$ cat config.mk
export PLATFORM = sky130hd
export DESIGN_NAME = fetch_unit
export DESIGN_NICKNAME = d
export VERILOG_FILES = /design/src/rtl/fetch_unit_pkg.sv /design/src/rtl/fetch_unit_pc_next.sv /design/src/rtl/fetch_unit.sv
export SDC_FILE = /design/constraint.sdc
export NUM_CORES = 1
export LEC_CHECK = 0
export CELL_PAD_IN_SITES_DETAIL_PLACEMENT = 0
export CELL_PAD_IN_SITES_GLOBAL_PLACEMENT = 1
export CORE_ASPECT_RATIO = 1.2
export CORE_MARGIN = 1
export CORE_UTILIZATION = 29
export CTS_CLUSTER_DIAMETER = 40
export CTS_CLUSTER_SIZE = 8
export DETAILED_ROUTE_END_ITERATION = 6
export GPL_TIMING_DRIVEN = 0
export MAX_ROUTING_LAYER = met4
export PLACE_DENSITY_LB_ADDON = 0.1
export SLEW_MARGIN = 30
export SYNTH_ARGS = -nofsm -noshare
export SYNTH_HDL_FRONTEND = slang
export SYNTH_HIERARCHICAL = 1
export SYNTH_SLANG_ARGS = --single-unit
$ cat constraint.sdc
create_clock -name clk -period 2.5 [get_ports clk]
set_clock_uncertainty 0.15 [all_clocks]
set_input_delay 0.25 -clock clk [delete_from_list [all_inputs] [get_ports clk]]
set_output_delay 0.25 -clock clk [all_outputs]
set_load 0.02 [all_outputs]
$ cat src/rtl/fetch_unit_pkg.sv
//------------------------------------------------------------------------------
// Module  : fetch_unit_pkg
// Brief   : Shared fetch-stage state encodings and PC step constant.
// Revision: 1.0 - initial release
//------------------------------------------------------------------------------
`default_nettype none

package fetch_unit_pkg;

    typedef enum logic [1:0] {
        FS_IDLE  = 2'd0,
        FS_FETCH = 2'd1,
        FS_HOLD  = 2'd2
    } fetch_state_e;

    localparam logic [31:0] PC_STEP = 32'd4;

endpackage

`default_nettype wire

$ cat src/rtl/fetch_unit_pc_next.sv
//------------------------------------------------------------------------------
// Module  : pc_next
// Brief   : Combinational next-PC select: jr over jump over sequential.
// Revision: 1.0 - initial release
//------------------------------------------------------------------------------
`default_nettype none

module pc_next (
    input  logic [31:0] pc_plus4,
    input  logic [25:0] instr_index,
    input  logic        jump,
    input  logic        jr,
    input  logic [31:0] jr_target,
    output logic [31:0] pc_next
);

    // Low bits of the register target and the lower PC bits replaced by a
    // J-type index are intentionally dropped.
    logic w_unused_bits;
    assign w_unused_bits = ^{jr_target[1:0], pc_plus4[27:0]};

    always_comb begin
        pc_next = pc_plus4;
        if (jr) begin
            pc_next = {jr_target[31:2], 2'b00};
        end else if (jump) begin
            pc_next = {pc_plus4[31:28], instr_index, 2'b00};
        end
    end

endmodule

`default_nettype wire

$ cat src/rtl/fetch_unit.sv
//------------------------------------------------------------------------------
// Module  : fetch_unit
// Brief   : Instruction fetch stage: PC, imem handshake, instruction latch.
// Revision: 1.0 - initial release
//------------------------------------------------------------------------------
`default_nettype none

module fetch_unit
    import fetch_unit_pkg::*;
#(
    parameter logic [31:0] RESET_PC = 32'h0000_0000
) (
    input  logic        clk,
    input  logic        rst,
    output logic        imem_req,
    output logic [31:0] imem_addr,
    input  logic        imem_ready,
    input  logic [31:0] imem_rdata,
    output logic [31:0] instr_o,
    output logic [5:0]  op_o,
    output logic [5:0]  funct_o,
    output logic        instr_valid,
    input  logic        instr_ack,
    input  logic        jump,
    input  logic        jr,
    input  logic [31:0] jr_target,
    output logic [31:0] pc_o,
    output logic [31:0] pc_plus4_o,
    output logic [31:0] instr_cnt
);

    fetch_state_e state_q, state_d;
    logic [31:0]  pc_q, pc_d;
    logic [31:0]  instr_q, instr_d;
    logic [31:0]  cnt_q, cnt_d;
    logic [31:0]  w_pc_plus4;
    logic [31:0]  w_pc_next;

    assign w_pc_plus4 = pc_q + PC_STEP;

    pc_next u_pc_next (
        .pc_plus4    (w_pc_plus4),
        .instr_index (instr_q[25:0]),
        .jump        (jump),
        .jr          (jr),
        .jr_target   (jr_target),
        .pc_next     (w_pc_next)
    );

    always_ff @(posedge clk) begin
        if (rst) begin
            state_q <= FS_IDLE;
            pc_q    <= RESET_PC;
            instr_q <= 32'd0;
            cnt_q   <= 32'd0;
        end else begin
            state_q <= state_d;
            pc_q    <= pc_d;
            instr_q <= instr_d;
            cnt_q   <= cnt_d;
        end
    end

    always_comb begin
        state_d     = state_q;
        pc_d        = pc_q;
        instr_d     = instr_q;
        cnt_d       = cnt_q;
        imem_req    = 1'b0;
        instr_valid = 1'b0;
        case (state_q)
            FS_IDLE: begin
                state_d = FS_FETCH;
            end
            FS_FETCH: begin
                imem_req = 1'b1;
                if (imem_ready) begin
                    instr_d = imem_rdata;
                    state_d = FS_HOLD;
                end
            end
            FS_HOLD: begin
                instr_valid = 1'b1;
                // Decoder jump/jr are only meaningful in the ack cycle.
                if (instr_ack) begin
                    pc_d    = w_pc_next;
                    cnt_d   = cnt_q + 32'd1;
                    state_d = FS_FETCH;
                end
            end
            default: begin
                state_d = FS_IDLE;
            end
        endcase
    end

    assign imem_addr  = pc_q;
    assign instr_o    = instr_q;
    assign op_o       = instr_q[31:26];
    assign funct_o    = instr_q[5:0];
    assign pc_o       = pc_q;
    assign pc_plus4_o = w_pc_plus4;
    assign instr_cnt  = cnt_q;

endmodule

`default_nettype wire

After elaboration in Yosys (flattened, before gate mapping)

Index checks and enable logic that the tools add are counted.

Register bits after elaboration: 98
Latch bits: 0
Memory bits (writable): 0
Memory bits (read-only): 0
Bits of input ports: 70
Output and inout port bits: 174
Word-level logic and storage cells: 21
Memories kept: 0

Add/subtract/negate cells: 2
Multiply operators: 0
Divide/modulo/power cells: 0
Magnitude comparators: 0
Equality and inequality tests: 4
Shift operators: 0
Multiplexer cells: 7
Bitwise gates (word level): 0
Reduce and logical (&&, ||, !) cells: 4

Operators by type and width:

| operator                                                         | number |
|---|---|
| 32-bit by 1-bit adder with 32-bit output (second input constant) | 1 |
| 32-bit by 3-bit adder with 32-bit output (second input constant) | 1 |
| 32-bit two-way mux                                               | 1 |
| 28-bit two-way mux                                               | 1 |
| 2-bit one-hot mux with 3 select lines                            | 1 |
| 2-bit AND reduction                                              | 3 |
| 2-bit two-way mux                                                | 2 |
| 2-bit inequality test (second input constant)                    | 2 |
| 2-bit by 1-bit == test with 1-bit output (second input constant) | 1 |
| 2-bit == test (second input constant)                            | 1 |
| 2-bit logical NOT                                                | 1 |
| 1-bit two-way mux                                                | 2 |

Logic depth before layout (Yosys ltp)

Depth after elaboration: 3
Depth in mapped cells: 11
Depth with buffers taken out: 9

Modules after synthesis

The synthesis kept the hierarchy.

By module, submodules not included:

| module     | times used | cells an instance | area an instance (um2) | seq. area each (um2) |
|---|---|---|---|---|
| fetch_unit | 1          | 585               | 4,674.5                | 1,961.9 |
| pc_next    | 1          | 93                | 628.1                  | 0.0 |

Worst setup path before layout

Ideal clock, no wire load.

Path kind: register to register
Start: register pc_q[4], in the netlist imem_addr[4]
End: register pc_q[18], in the netlist imem_addr[18]
Library setup time: 0.070 ns
Arrival: 2.301 ns
Required time: 2.280 ns
Path slack: -0.022 ns
Cell stages (with the launch flop): 12
Path buffers: 2
Clock period less this slack: 2.522 ns
Cell sequence: dfxtp_1 -> and4_1 -> and3_1 -> buf_2 -> and2_0 -> buf_2 -> nand3_1 -> xnor2_1 -> mux2i_1 -> o21ai_1 -> nand2_1 -> a21oi_1

Cells in the longest elaborated chain, start to end: 3

RTL lines:

| element                                  | line                     | source |
|---|---|---|
| from (decl)                              | fetch_unit.sv:33         | `logic [31:0] pc_q, pc_d;` |
| from (signal assigned)                   | fetch_unit.sv:58         | `pc_q <= pc_d;` |
| 32-bit by 3-bit adder with 32-bit output | fetch_unit.sv:39         | `assign w_pc_plus4 = pc_q + PC_STEP;` |
| net pc_plus4_o[18]                       | fetch_unit.sv:28         | `output logic [31:0] pc_plus4_o,` |
| 28-bit two-way mux                       | fetch_unit_pc_next.sv:26 | `end else if (jump) begin` |
| 32-bit two-way mux                       | fetch_unit_pc_next.sv:24 | `if (jr) begin` |
| net w_pc_next[18]                        | fetch_unit.sv:37         | `logic [31:0] w_pc_next;` |

The timed path passes the listed nets, and every way through them passes these cells.
A chain may end at the register's enable or synchronous reset.

Worst setup path in the final report

Start: register pc_q[9], in the netlist imem_addr[9]
End: output pc_plus4_o[31]

Cells in the longest elaborated chain, start to end: 1

RTL lines:

| element                                  | line |
|---|---|
| 32-bit by 3-bit adder with 32-bit output | fetch_unit.sv:39 |
| to (decl)                                | fetch_unit.sv:28 |

No other way between the ends.

==> results.tsv <==
metric	value	unit
via count	5473	
Overall Global Routing Usage	20.46	%
Worst Setup Start Kind	register	
worst reg2reg path startpoint	imem_addr[7]	
Pwr Density	417.4	mW/mm²
final worst path period share	99.24	%
actual slew at the worst max-slew pin	0.6365	ns
Antenna diodes	0	
MaxCap Viol Count	0	
most frequent cells in the layout	215 x clkdlybuf4s50_1, 175 x nand2_1, 81 x dfxtp_1, 72 x buf_4, 70 x a21oi_1	
drt first pass iters	7	
Core ar.	0.01771	mm²
Yosys Warn Count	6	
die width	125.4	µm
Peak Freq	403.1	MHz
initial antenna violation count	0	
post-synthesis cell area	0.005303	mm²
vias in the first global route	5167	
Pins Over Slew Limit	0	
share of layout cells above drive strength 1	16.61	%
Final setup viols	0	
sequential fraction of the synthesis area	37.00	%
grt total ovfl	0	
area of the multi-input gates	0.002892	mm²
RSZ-0062 raised after global routing	true	
crit path kind	register to output port	
flop2flop setup slack	0.23	ns
FF/Latch Area	0.002011	mm²
Worst Path Required	2.10	ns
Final Core Density	48.41	%
WL/cell	16.65	µm
1st-iter DRT viols	263	
FP Rows	53	
WP data arrival	2.08	ns
clock root buffer	clkbuf_16	
Slew HR	57.56	%
clk_lat worst skew	0.35	ns
critical path peak fanout	7	
status	finished with violations	
Hold EP	imem_addr[2]	
GP Congestion	0.8096	
H-tree Lvls	3	
IO Count	244	
initial cell density of the core	29.95	%
most common cell after layout, fill and taps aside	clkdlybuf4s50_1	
final hold vios	0	
minimum clock period	2.481	ns
worst r2r path cells	12	
largest net degree at the start of global routing	17	
hold wc startpoint	jr	
Buffers on Ports	238	
failing checks	design-rule violations	
total wire length	19.50	mm
HP Class	input port to register	
# clock sinks	98	
maximum vdd drop	262.5	µV
worst r2r dst	imem_addr[22]	
Syn Nets	750	
# fillers	1732	
synthesis-stage register bit count	98	
hold_ws	0.1640	ns
Area Growth Syn to Fin	61.63	%
Post-DRT Antenna Nets	0	
TritonCTS clock tree	yes	
Die Footprint	0.01883	mm²
Static Leak	3.299	nW
vias per cell	4.674	
Netlist cell types	35	
Reg clk slew, reported paths	0.07	ns
Syn Area/Cell	7.821	µm²
first-pass GRT wire length	28.47	mm
die height	150.1	µm
total CTS buffers	9	
cell count after synthesis	678	
capturing element type of the critical path	output port	
hold path cells	4	
hpwl dp	14.96	mm
Power Total	3.578	mW
clk buf depth	2	
Final nets	1018	
drt drc	23	
==> where the power goes <==
group / switching, mW / total [mW] / leakage (nW) / internal [mW]
sequential: 0.0383 / 1.62 / 0.805 / 1.58
combinational: 0.253 / 0.513 / 2.35 / 0.261
clock: 0.639 / 1.44 / 0.141 / 0.804
==> cells in the mapped netlist (all sizes together) <==
library cell	instances	share of area [%]
inv	7	0.50
buf	61	8.8
nor4	4	1.6
nor2	36	2.5
clkbuf	25	1.8
mux2	5	1.1
o21ai	28	2.6
and3b	1	0.17
xor2	12	2.0
and3	13	1.5
and2	3	0.35
nand3	21	2.0
nor2b	3	0.35
nand4	17	2.3
or2	1	0.12
nand2	175	12
or3	2	0.24
xnor2	44	7.3
nand2b	1	0.12
dfxtp	98	37
ha	2	0.47
mux2i	26	4.9
nand3b	1	0.38
nor3b	4	0.57
nor3	8	0.76
and4	10	1.7
a21oi	70	6.6
==> critical path: stages (launching register included) <==
cell,delay (ns)
dfxtp_4,0.38
and4_4,0.25
and4_4,0.23
and3_4,0.19
buf_6,0.12
nand4_1,0.15
xnor2_2,0.25
buf_6,0.16
==> logic make-up after synthesis <==
kind of cell             count (synthesis)  synth area share [%]
AO/OA/AOI/OAI                           98                 9.250
XOR/XNOR                                56                 9.250
adder cells (fa/ha/maj)                  2                0.4718
buffers and inverters                   93                 11.02
flip-flops                              98                 37.00
multiplexers                            31                 5.970
AND/OR/NAND/NOR                        300                 27.04
==> routing by layer <==
metal | wire [µm] | track usage, % | vias up
met5 | 0 | - | -
met4 | 298 | 6.768 | 0
met3 | 987 | 3.447 | 17
met2 | 10270 | 37.78 | 158
met1 | 7937 | 22.21 | 2551
li1 | - | - | 2747
==> timing repair <==
item	4_1_cts	5_1_grt
endpoints found under the hold margin	0	0
setup buffers	4	15
hold buffers	0	0
cloned	0	0
pin swaps	3	5
endpoints found under the setup margin	34	18
gates resized for setup	110	29
==> cell type report <==
class,instances,share of cell area (%)
Sequential cell,98,23.46
Tap cell,220,3.212
Multi-Input combinational cell,487,33.74
Inverter,7,0.3066
Clock inverter,6,0.7737
Timing Repair Buffer,257,28.99
Buffer,86,6.730
Clock buffer,10,2.788
==> metrics by stage <==
step                      instance area, µm²  std cells  worst slack, ns  setup TNS [ns]
after global routing                    8571       1171         -0.08183         -0.1562
final                                   8571       1171          0.01910               0
after detailed placement                7983       1136          -0.5215          -7.582
after CTS                               8391       1156         -0.04271        -0.04271
after global placement                  7983       1136          -0.5133          -6.923
after floorplan                         5325        678          0.01612               0
==> how the worst max path moves through the flow <==
stage | from | endpoint | slack (ns) | cells after the start
final | imem_addr[9] | pc_plus4_o[31] | 0.02 | 7
after global routing | imem_addr[9] | pc_plus4_o[31] | -0.08 | 7
after CTS | imem_addr[12] | pc_plus4_o[31] | -0.04 | 7
after detailed placement | imem_addr[5] | pc_plus4_o[31] | -0.52 | 6
after global placement | imem_addr[4] | pc_plus4_o[31] | -0.51 | 6
after floorplan | imem_addr[9] | imem_addr[26] | 0.02 | 10
==> registers in the layout, summed over array words and instances (netlist names) <==
name       flops
instr_o       32
instr_cnt     32
state_q        2
imem_addr     32
(Power assumes the default switching activity.)
